==> src/rtl/scpu_ctrl_fsm.sv <==
// Multi-cycle fetch/decode/execute sequencer for the 8-bit CPU; all strobes are registered one-cycle pulses.
// Optional build macro SCPU_SINGLE_STEP_EN adds dbg_step_en/dbg_step to release one instruction per step pulse.
module scpu_ctrl_fsm #(
    parameter int WAIT_MAX = 16,
    parameter int RET_W    = 16
) (
    input  logic             clk,
    input  logic             rst_n,
`ifdef SCPU_SINGLE_STEP_EN
    input  logic             dbg_step_en,
    input  logic             dbg_step,
`endif
    input  logic [7:0]       fetch_ir,
    input  logic             mem_rdy,
    output logic             ctl_load_ir,
    output logic             ctl_load_dr,
    output logic             ctl_load_pc,
    output logic             ctl_inc_pc,
    output logic [1:0]       ctl_addr_sel,
    output logic             ctl_mem_wr,
    output logic             ctl_load_rd,
    output logic             ctl_halted,
    output logic             ctl_err,
    output logic [2:0]       ctl_state,
    output logic [RET_W-1:0] ctl_retired
);

    localparam int WW = (WAIT_MAX > 2) ? $clog2(WAIT_MAX) : 1;

    typedef enum logic [2:0] {
        S_RST    = 3'd0,
        S_FETCH  = 3'd1,
        S_DECODE = 3'd2,
        S_FETCH2 = 3'd3,
        S_EXEC   = 3'd4,
        S_MEM    = 3'd5,
        S_JUMP   = 3'd6,
        S_HALT   = 3'd7
    } state_t;

    state_t           state_q, state_d;
    logic             err_q, err_d;
    logic             halted_q, halted_d;
    logic [WW-1:0]    wait_q, wait_d;
    logic [RET_W-1:0] retired_q, retired_d;
    logic             load_ir_q, load_ir_d;
    logic             load_dr_q, load_dr_d;
    logic             load_pc_q, load_pc_d;
    logic             inc_pc_q, inc_pc_d;
    logic             mem_wr_q, mem_wr_d;
    logic             load_rd_q, load_rd_d;
    logic             fetch_go, acc_state, acc_done, timeout;
`ifdef SCPU_SINGLE_STEP_EN
    logic             step_ok_q, step_ok_d;
`endif

    // An access state only listens to mem_rdy (and only counts waits) while it is allowed to proceed.
    always_comb begin
        fetch_go = 1'b1;
`ifdef SCPU_SINGLE_STEP_EN
        fetch_go = !dbg_step_en || step_ok_q;
`endif
        acc_state = (state_q == S_FETCH && fetch_go) || state_q == S_FETCH2 || state_q == S_MEM;
        acc_done  = acc_state && mem_rdy;
        timeout   = acc_state && !mem_rdy && (wait_q == WW'(WAIT_MAX - 1));
    end

    // Next-state process.
    always_comb begin
        // NOTE: every variable gets a default first so no path leaves it unassigned (no latch).
        state_d   = state_q;
        err_d     = err_q;
        halted_d  = halted_q;
        retired_d = retired_q;
        wait_d    = wait_q;
        if (acc_state && !mem_rdy) wait_d = wait_q + WW'(1);

        case (state_q)
            S_RST:    if (!err_q) state_d = S_FETCH;
            S_FETCH:  if (acc_done) state_d = S_DECODE;
            S_DECODE: begin
                if (fetch_ir == 8'hFF) begin
                    state_d  = S_HALT;
                    halted_d = 1'b1;
                end else begin
                    case (fetch_ir[7:6])
                        2'b00:   state_d = S_EXEC;
                        2'b10:   state_d = S_MEM;
                        default: state_d = S_FETCH2;
                    endcase
                end
            end
            S_FETCH2: if (acc_done) state_d = (fetch_ir[7:6] == 2'b11) ? S_JUMP : S_EXEC;
            S_EXEC: begin
                state_d   = S_FETCH;
                retired_d = retired_q + RET_W'(1);
            end
            S_MEM: begin
                if (acc_done) begin
                    state_d   = S_FETCH;
                    retired_d = retired_q + RET_W'(1);
                end
            end
            S_JUMP: begin
                state_d   = S_FETCH;
                retired_d = retired_q + RET_W'(1);
            end
            S_HALT:   state_d = S_HALT;
        endcase

        // The fault state shares encoding 0 with RST; err_q keeps it parked there.
        if (timeout) begin
            state_d = S_RST;
            err_d   = 1'b1;
        end

        if (state_d != state_q &&
            (state_d == S_FETCH || state_d == S_FETCH2 || state_d == S_MEM))
            wait_d = '0;

`ifdef SCPU_SINGLE_STEP_EN
        step_ok_d = dbg_step || (step_ok_q && !(state_q == S_FETCH && acc_done));
`endif
    end

    // Output process: strobe values to be registered at the coming edge.
    always_comb begin
        load_ir_d    = (state_q == S_FETCH) && acc_done;
        inc_pc_d     = (state_q == S_FETCH || state_q == S_FETCH2) && acc_done;
        load_dr_d    = (state_q == S_FETCH2) && acc_done;
        mem_wr_d     = (state_q == S_MEM) && acc_done && fetch_ir[5];
        load_rd_d    = (state_q == S_EXEC) || ((state_q == S_MEM) && acc_done && !fetch_ir[5]);
        load_pc_d    = (state_q == S_JUMP);
        ctl_addr_sel = (state_q == S_MEM) ? 2'b10 : 2'b00;
    end

    // State register process.
    always_ff @(posedge clk) begin
        if (!rst_n) begin
            // NOTE: sequential state uses non-blocking assignments so every register samples pre-edge values.
            state_q   <= S_RST;
            err_q     <= 1'b0;
            halted_q  <= 1'b0;
            wait_q    <= '0;
            retired_q <= '0;
            load_ir_q <= 1'b0;
            load_dr_q <= 1'b0;
            load_pc_q <= 1'b0;
            inc_pc_q  <= 1'b0;
            mem_wr_q  <= 1'b0;
            load_rd_q <= 1'b0;
`ifdef SCPU_SINGLE_STEP_EN
            step_ok_q <= 1'b0;
`endif
        end else begin
            state_q   <= state_d;
            err_q     <= err_d;
            halted_q  <= halted_d;
            wait_q    <= wait_d;
            retired_q <= retired_d;
            load_ir_q <= load_ir_d;
            load_dr_q <= load_dr_d;
            load_pc_q <= load_pc_d;
            inc_pc_q  <= inc_pc_d;
            mem_wr_q  <= mem_wr_d;
            load_rd_q <= load_rd_d;
`ifdef SCPU_SINGLE_STEP_EN
            step_ok_q <= step_ok_d;
`endif
        end
    end

    assign ctl_load_ir = load_ir_q;
    assign ctl_load_dr = load_dr_q;
    assign ctl_load_pc = load_pc_q;
    assign ctl_inc_pc  = inc_pc_q;
    assign ctl_mem_wr  = mem_wr_q;
    assign ctl_load_rd = load_rd_q;
    assign ctl_halted  = halted_q;
    assign ctl_err     = err_q;
    assign ctl_state   = state_q;
    assign ctl_retired = retired_q;

endmodule

==> config.mk <==
export PLATFORM = sky130hd
export DESIGN_NAME = scpu_ctrl_fsm
export DESIGN_NICKNAME = d
export VERILOG_FILES = /design/src/rtl/scpu_ctrl_fsm.sv
export SDC_FILE = /design/constraint.sdc
export NUM_CORES = 1
export LEC_CHECK = 0
export ABC_AREA = 1
export BUFFER_PORTS_ARGS = -buffer_cell sky130_fd_sc_hd__buf_2
export CAP_MARGIN = 20
export CORE_ASPECT_RATIO = 0.8
export CORE_MARGIN = 2
export CORE_UTILIZATION = 40
export CTS_CLUSTER_SIZE = 25
export DETAILED_ROUTE_END_ITERATION = 6
export HOLD_SLACK_MARGIN = 0.12
export PLACE_DENSITY = 0.65
export SLEW_MARGIN = 20
export SYNTH_ARGS = -nofsm -noshare
export SYNTH_HDL_FRONTEND = slang
export SYNTH_SLANG_ARGS = --single-unit
==> constraint.sdc <==
create_clock -name clk -period 1.4 [get_ports clk]
set_input_delay 0.14 -clock clk [delete_from_list [all_inputs] [get_ports clk]]
set_output_delay 0.14 -clock clk [all_outputs]
set_load 0.01 [all_outputs]
[Yosys cells after proc, flatten, opt, wreduce, memory -nomap -nowiden]
Index checks and enable logic that the tools add are counted.
Cells by class
  add/subtract/negate cells: 2
  eq/ne operators: 16
  mux-type cells: 12
  bitwise gates (word level): 1
  reduce and logical (&&, ||, !) cells: 24
Operator list (count)
  16-bit one-hot mux with 2 select lines: 1
  3-bit one-hot mux with 7 select lines: 1
  3-bit 2-to-1 mux: 6
  16-bit by 1-bit adder with 16-bit output (second input constant): 1
  16-bit 2-to-1 mux: 1
  3-bit == test (second input constant): 5
  1-bit logical AND: 10
  3-bit by 2-bit == test with 1-bit output (second input constant): 3
  8-bit == test (second input constant): 1
  3-bit by 1-bit == test with 1-bit output (second input constant): 2
  3-bit one-hot mux with 2 select lines: 1
  1-bit logical OR: 5
  4-bit by 1-bit adder with 4-bit output (second input constant): 1
  2-bit == test (second input constant): 2
  4-bit == test (second input constant): 1
  2-bit 2-to-1 mux: 2
  2-bit AND reduction: 2
  2-bit OR reduction: 2
  3-bit logical NOT: 1
  3-bit inequality test: 1
  1-bit logical NOT: 2
  2-bit logical NOT: 1
  2-bit inequality test (second input constant): 1
  2-bit nonzero test: 1
  1-bit NOT: 1
Word-level totals
  flip-flop bits (word level): 31
  output and inout port bits: 29
  word-level logic and storage cells: 66

[Depth between registers and ports, before layout]
Gate-level depths: netlist of run 1.
  word-level depth: 12
  depth in mapped cells: 14

[Least setup slack after synthesis of run 1]
OpenSTA, ideal clock, no wires.
  path type: register to register
  start point: reg state_q[0] (netlist: ctl_state[0])
  end point: reg retired_q[8] (netlist: ctl_retired[8])
  library setup time: 0.119 ns
  arrival time: 1.388 ns
  data required time: 1.281 ns
  setup slack: -0.107 ns
  stages on the path, launching flop included: 11
  period minus slack after synthesis: 1.507 ns
  cell sequence: dfxtp_1 buf_2 nand3_4 inv_2 nand2_1 nand2_2 nand3_1 nor2_1 nand2_1 o21ai_0 a21oi_1
On the way
  word-level cells in the longest chain between the ends: 6
  elaborated cells between the ends (all ways): 13
  classes of those cells: eq/ne: 6; mux: 1; reduce/logical: 6
Ends and longest elaborated chain
  start, declared: RTL line 41  | state_t state_q, state_d;
  start signal, assigned: RTL line 156  | state_q <= state_d;
  3-bit by 1-bit == test with 1-bit output or 3-bit by 2-bit == test with 1-bit output (tied branches): RTL line 63  | acc_state = (state_q == S_FETCH && fetch_go) || state_q == S_FETCH2 || state_q == S_MEM;
  1-bit logical OR (2 in a row): RTL line 63
  1-bit logical AND: RTL line 64  | acc_done = acc_state && mem_rdy;
  2-bit inequality test (no line)
  2-bit AND reduction (no line)
  end signal, assigned: RTL line 160  | retired_q <= retired_d;
  end, declared: RTL line 45  | logic [RET_W-1:0] retired_q, retired_d;
Several ways; a longest one is shown, not always the timed one.
A chain may end at the register's enable or synchronous reset.

[Worst setup path in the final report of run 1]
  start point: reg state_q[0] (netlist: ctl_state[0])
  end point: reg wait_q[3]
On the way
  word-level cells in the longest chain between the ends: 12
  elaborated cells between the ends (all ways): 28
  classes of those cells: eq/ne: 11; mux: 6; reduce/logical: 11
Ends and longest elaborated chain
  3-bit by 1-bit == test with 1-bit output or 3-bit by 2-bit == test with 1-bit output (tied branches): RTL line 63, 78
  1-bit logical OR (2 in a row): RTL line 63
  1-bit logical AND: RTL line 64
  3-bit 2-to-1 mux (on tied branches): RTL line 99, 80, 93
  3-bit one-hot mux with 7 select lines: RTL line 78  | case (state_q)
  3-bit 2-to-1 mux: RTL line 112  | if (timeout) begin
  3-bit by 1-bit == test with 1-bit output or 3-bit by 2-bit == test with 1-bit output (tied branches): RTL line 118  | (state_d == S_FETCH || state_d == S_FETCH2 || state_d == S_MEM))
  1-bit logical OR (2 in a row): RTL line 118
  1-bit logical AND: RTL line 117  | if (state_d != state_q &&
  2-bit OR reduction (no line)
  end signal, assigned: RTL line 159  | wait_q <= wait_d;
  end, declared: RTL line 44  | logic [WW-1:0] wait_q, wait_d;
Several ways; a longest one is shown, not always the timed one.

==> results.tsv, run 1 <==
metric	value	unit
outcome	complete, but fails checks	
violations	setup timing	
ir_worst_vdd	0.441	mV
cpMaxStageDelayCell	dfxtp_4	
clock_latency	270	ps
drt-initial-drc-count	101	
ys_warn_count	0	
seq_area_frac_synth	38.1	%
die_w	75.3	um
max_cap_violations	0	
skew	6.36	ps
synthCells	235	
power.density	785	mW/mm2
critPathLaunch	ctl_state[0]	
grt_pass1_wl	6.58	mm
min_period	1430	ps
coreArea	0.00385	mm2
numCtsBuffers	5	
row_count	20	
grt_usage	19.2	%
holdWs	145	ps
cts_tree	yes	
rr_startpoint	ctl_state[0]	
hold_start	fetch_ir[5]	
finalHoldViolCount	0	
place.port_buffers	38	
die_area	0.00460	mm2
critical_path_class	flip-flop to flip-flop	
cts_max_path_buffers	2	
place_hpwl	3.04	mm
nets	322	
overflow	0	
critPathLaunchType	flip-flop	
crit_fanout	8	
synth_top_area_share	38.1	%
finalSetupViolations	6	
syn_nets	248	
yosysTopAreaCell	dfxtp_1	
p_total	1.82	mW
vias_per_cell	4.73	
ant_nets	0	
synth_area	0.00163	mm2
final_area	0.00232	mm2
yosys.cell_types.count	28	
vias	1717	
clk_pin_slew	60	ps
cts_hold_buf	0	
required	1560	ps
clock_sinks	31	
fin_ws	-31.1	ps
crit_path_end_kind	flip-flop	
max_stage_delay	400	ps
min_path_type	primary input to flip-flop	
placed_cell_area	0.00207	mm2
crit_arrival	1590	ps
crit_chain	buf_4, nand2_2, a21oi_4, nand2_4, nand2_4, inv_2, a21oi_2, nand2_1, nand2_2, nor2_1	
cts-htree-levels	2	
syn2layout_area_growth	42.4	%
rsz0062_at_grt	true	
first_pass_iters	4	
drt-total-wl	4.05	mm
yosys-top-cells-area	dfxtp_1, nand2_1, nor2_1, a21oi_1, inv_1	
drive_gt1_share	40.9	%
final_util	60.1	%
wl_per_cell	11.1	um
max_freq	699	MHz
ios	40	
ys_ff_latch	31	
die-height	61.1	um
antennaDiodeCount	0	
drv_slew	0	
initial_utilization	42.2	%
syn_area_per_cell	6.93	um2
grt_max_degree	12	
clockRootBuffer	clkbuf_8	
gp_congestion	0.853	
grt_pass1_vias	1493	
drc_errors	0	
antenna_found_initial	0	
p_leak	1.04	nW
fin_crit_sh	102	%
==> worst max-delay path: cells and delay by family, from the launching register on <==
kind            cells  cell delay (ps)
flops               1              400
buf+inv             2              160
compound gates      2              310
simple gates        6              460
==> cells by family (layout without fill, tap and decap cells) <==
family,count (synthesis),after routing,share of synthesized area [%]
simple gates,125,125,34.8
buf+inv,37,110,9.68
flops,31,31,38.1
compound gates,28,28,9.61
xor+xnor,10,10,5.38
fa+ha+maj,2,2,1.54
other cells,1,1,0.230
mux,1,1,0.615
==> synthesized netlist by cell type (all sizes together) <==
library cell  count
inv              29
buf               6
nor3              7
nand3            17
o21a              2
conb              1
nand3b            2
dfxtp            31
o21ai             6
mux2i             1
nand2            60
clkbuf            1
a21oi            20
clkinv            1
ha                2
and3              2
xnor2             5
xor2              5
nand4             7
nor2             30
==> layer usage <==
metal	GRT usage [%]	part of all wire, %	routed length (um)	vias to the layer above
li1	-	-	-	896
met4	6.77	0.62	25	0
met3	4.91	3.9	158	2
met2	28.1	42	1720	34
met5	0	0	0	-
met1	27.6	53	2140	785
==> worst paths after layout <==
check	endpoint	slack, ps	cells past startpoint
setup reg to reg	wait_q[3]	-30	10
hold reg to reg	ctl_halted	450	2
setup / recovery	wait_q[3]	-30	10
hold / removal	ctl_mem_wr	150	3
==> sequential cells by signal (all words and copies together), names as in the netlist <==
register / flops
ctl_err: 1
wait_q: 4
ctl_retired: 16
ctl_halted: 1
ctl_load_pc: 1
ctl_load_ir: 1
ctl_state: 3
ctl_inc_pc: 1
ctl_mem_wr: 1
ctl_load_dr: 1
ctl_load_rd: 1
==> final cells by class <==
cell class                      instances  area (um2)
Multi-Input combinational cell        167         946
Clock buffer                            6        72.6
Inverter                               30         121
Timing Repair Buffer                   74         464
Sequential cell                        31         644
Tap cell                               55        68.8
Fill cell                             386        1540
==> per-stage QoR <==
stage | TNS [ps] | std cells | worst slack, ps
after floorplan | -77.3 | 235 | -16.9
final | -99.0 | 363 | -31.1
after global placement | -145 | 349 | -37.1
after detailed placement | -166 | 349 | -60.3
after global routing | -1150 | 363 | -152
after CTS | -6.30 | 361 | -6.30
==> where the power goes <==
| part | switching (mW) | internal [mW] |
|---|---|---|
| registers | 0.0242 | 0.898 |
| logic | 0.154 | 0.130 |
| clock network | 0.284 | 0.330 |
==> cells in the final DEF, fill, tap and decap left out, types with 2 or more instances in the layout <==
cell,netlist,final
nand2_2,5,7
nor2_2,0,8
a21oi_2,0,3
dfxtp_2,0,7
o21a_1,2,2
buf_4,2,35
clkbuf_8,0,5
xor2_1,5,5
dfxtp_1,31,20
nand3_4,1,2
o21ai_0,6,6
inv_2,4,3
nor3_2,0,2
nand2_4,1,3
inv_4,0,2
a21oi_1,19,16
dfxtp_4,0,4
nand2_1,54,50
nor2_1,30,22
nand4_1,7,7
nand3b_1,2,2
inv_1,25,23
xnor2_1,5,5
nor3_1,7,5
nand3_2,1,3
nand3_1,15,12
buf_2,3,38
and3_1,2,2
==> what timing repair did <==
item / CTS / global route
pin swaps: 7 / 14
resized for setup: 7 / 32
endpoints found under the setup margin: 8 / 16
setup buffers: 6 / 2
endpoints found under the hold margin: 0 / 0
Power figures use the tool's default switching activity.
==> inputs of run 2 (changes only) <==
SKIP_CTS_REPAIR_TIMING = 1   (was unset)
==> run 2 against run 1 <==
The flow still finishes with violations (setup timing). Clock skew is 0.55 ps lower. Critical path depth decreased by 2. Clock power grew 2%. Combinational power fell by 3%.
==> results.tsv, run 2 (synthesized netlist as in run 1, its figures left out) <==
metric	value	unit	change
drive_gt1_share	39.2	%	-1.7 points
power.density	798	mW/mm2	+1.6%
final_util	59.2	%	-0.91 points
crit_path_end_kind	flip-flop		
gp_congestion	0.853		unchanged
ant_nets	0		unchanged
holdPathStages	3		unchanged
final_cell_mix	nand2_1, buf_2, buf_4		
ios	40		unchanged
fin_ws	-26.3	ps	+4.79 ps
critPathLaunch	ctl_state[2]		
cpMaxStageDelayCell	dfxtp_4		
die_w	75.3	um	unchanged
nets	320		-0.62%
hold_start	fetch_ir[5]		
antennaDiodeCount	0		unchanged
vias_per_cell	4.66		-1.4%
met3_usage	4.91	%	unchanged
max_stage_delay	410	ps	about the same
die-height	61.1	um	unchanged
initial_utilization	42.2	%	unchanged
vias	1683		-2.0%
grt_max_degree	12		unchanged
rr_startpoint	ctl_state[2]		
finalHoldViolCount	0		unchanged
numCtsBuffers	5		unchanged
skew	5.81	ps	-0.550 ps
antenna_found_initial	0		unchanged
grt_pass1_vias	1438		-3.7%
required	1570	ps	about the same
outcome	complete, but fails checks		
row_count	20		unchanged
critical_path_class	flip-flop to flip-flop		
max_cap_violations	0		unchanged
layout_commonest_cell	nand2_1		
place.port_buffers	38		unchanged
hold_path_end	ctl_mem_wr		
clock_latency	270	ps	about the same
overflow	0		unchanged
max_freq	701	MHz	+0.34%
holdWs	140	ps	-4.86 ps
gr-usage-met1	27.1	%	-0.51 points
cts_max_path_buffers	2		unchanged
rsz0062_at_grt	true		
largest_reg_flops	16		unchanged
first_pass_iters	4		unchanged
syn2layout_area_growth	40.2	%	
finalSetupViolations	6		unchanged
clockRootBuffer	clkbuf_8		
drv_slew	0		unchanged
grt_pass1_wl	6.34	mm	-3.6%
cts-htree-levels	2		unchanged
drt-initial-drc-count	85		-16%
clock_sinks	31		unchanged
drt-total-wl	4.09	mm	+1.1%
crit_chain	nand3_4, inv_2, nand2_2, nand2_4, nand4_1, nor2_2, a21oi_1, o21a_1		
ir_worst_vdd	0.421	mV	-4.5%
wl_per_cell	11.3	um	+1.7%
clk_pin_slew	60	ps	about the same
reg2reg_depth	8		-2
grt_usage	18.6	%	-0.62 points
grt_util_met2	26.5	%	-1.6 points
fin_crit_sh	102	%	-0.34 points
critPathLaunchType	flip-flop		
min_period	1430	ps	-4.79 ps
crit_fanout	7		-1
p_total	1.82	mW	about the same
crit_arrival	1600	ps	about the same
grt_busiest_layer	met1		
coreArea	0.00385	mm2	unchanged
fin_setup_tns	-54.0	ps	+45.0 ps
r2r_slack	-30	ps	about the same
die_area	0.00460	mm2	unchanged
p_leak	1.03	nW	-1.1%
cts_tree	yes		
violations	setup timing		
min_path_type	primary input to flip-flop		
place_hpwl	3.04	mm	unchanged
drc_errors	0		unchanged
worst_r2r_endpoint	ctl_retired[5]		
## run 2: cell count changes in the layout (fill, tap and decap cells not counted), sizes merged
cell and delta:
clkinvlp -1, inv +1, buf -2
## run 2: metal layers
layer	wire [um]	vias to the layer above
li1	-	890
met1	2130	761
met2	1750	30
met3	184	2
met4	25	0
met5	0	-
## run 2: how the worst max path moves through the flow
stage                                 to  slack (ps)
after CTS                 ctl_retired[5]         -60
after global placement    ctl_retired[8]         -40
after floorplan                wait_q[0]         -20
after global routing      ctl_retired[5]        -150
after detailed placement  ctl_retired[5]         -60
final                     ctl_retired[5]         -30
## run 2: cell type report
class,instances,area [um2]
Inverter,30,118
Timing Repair Buffer,72,445
Fill cell,390,1570
Clock buffer,6,72.6
Tap cell,55,68.8
Multi-Input combinational cell,167,933
Sequential cell,31,644
## run 2: stage by stage
step | worst slack, ps | cells | area, um2
after global placement | -37.1 | 349 | 2070
final | -26.3 | 361 | 2280
after detailed placement | -60.3 | 349 | 2070
after global routing | -146 | 361 | 2280
after floorplan | -16.9 | 235 | 1650
after CTS | -64.2 | 355 | 2140
## run 2: power breakdown
part	switching [mW]	leakage [nW]	internal, mW
Sequential	0.0240	0.257	0.898
Combinational	0.151	0.737	0.124
Clock	0.295	0.0371	0.330
## run 2: critical path: cells and delay by family (launching register included)
kind,cells,cell delay [ps]
flip-flops,1,410
buffers and inverters,1,80
AO/OA/AOI/OAI,2,180
AND/OR/NAND/NOR,5,650
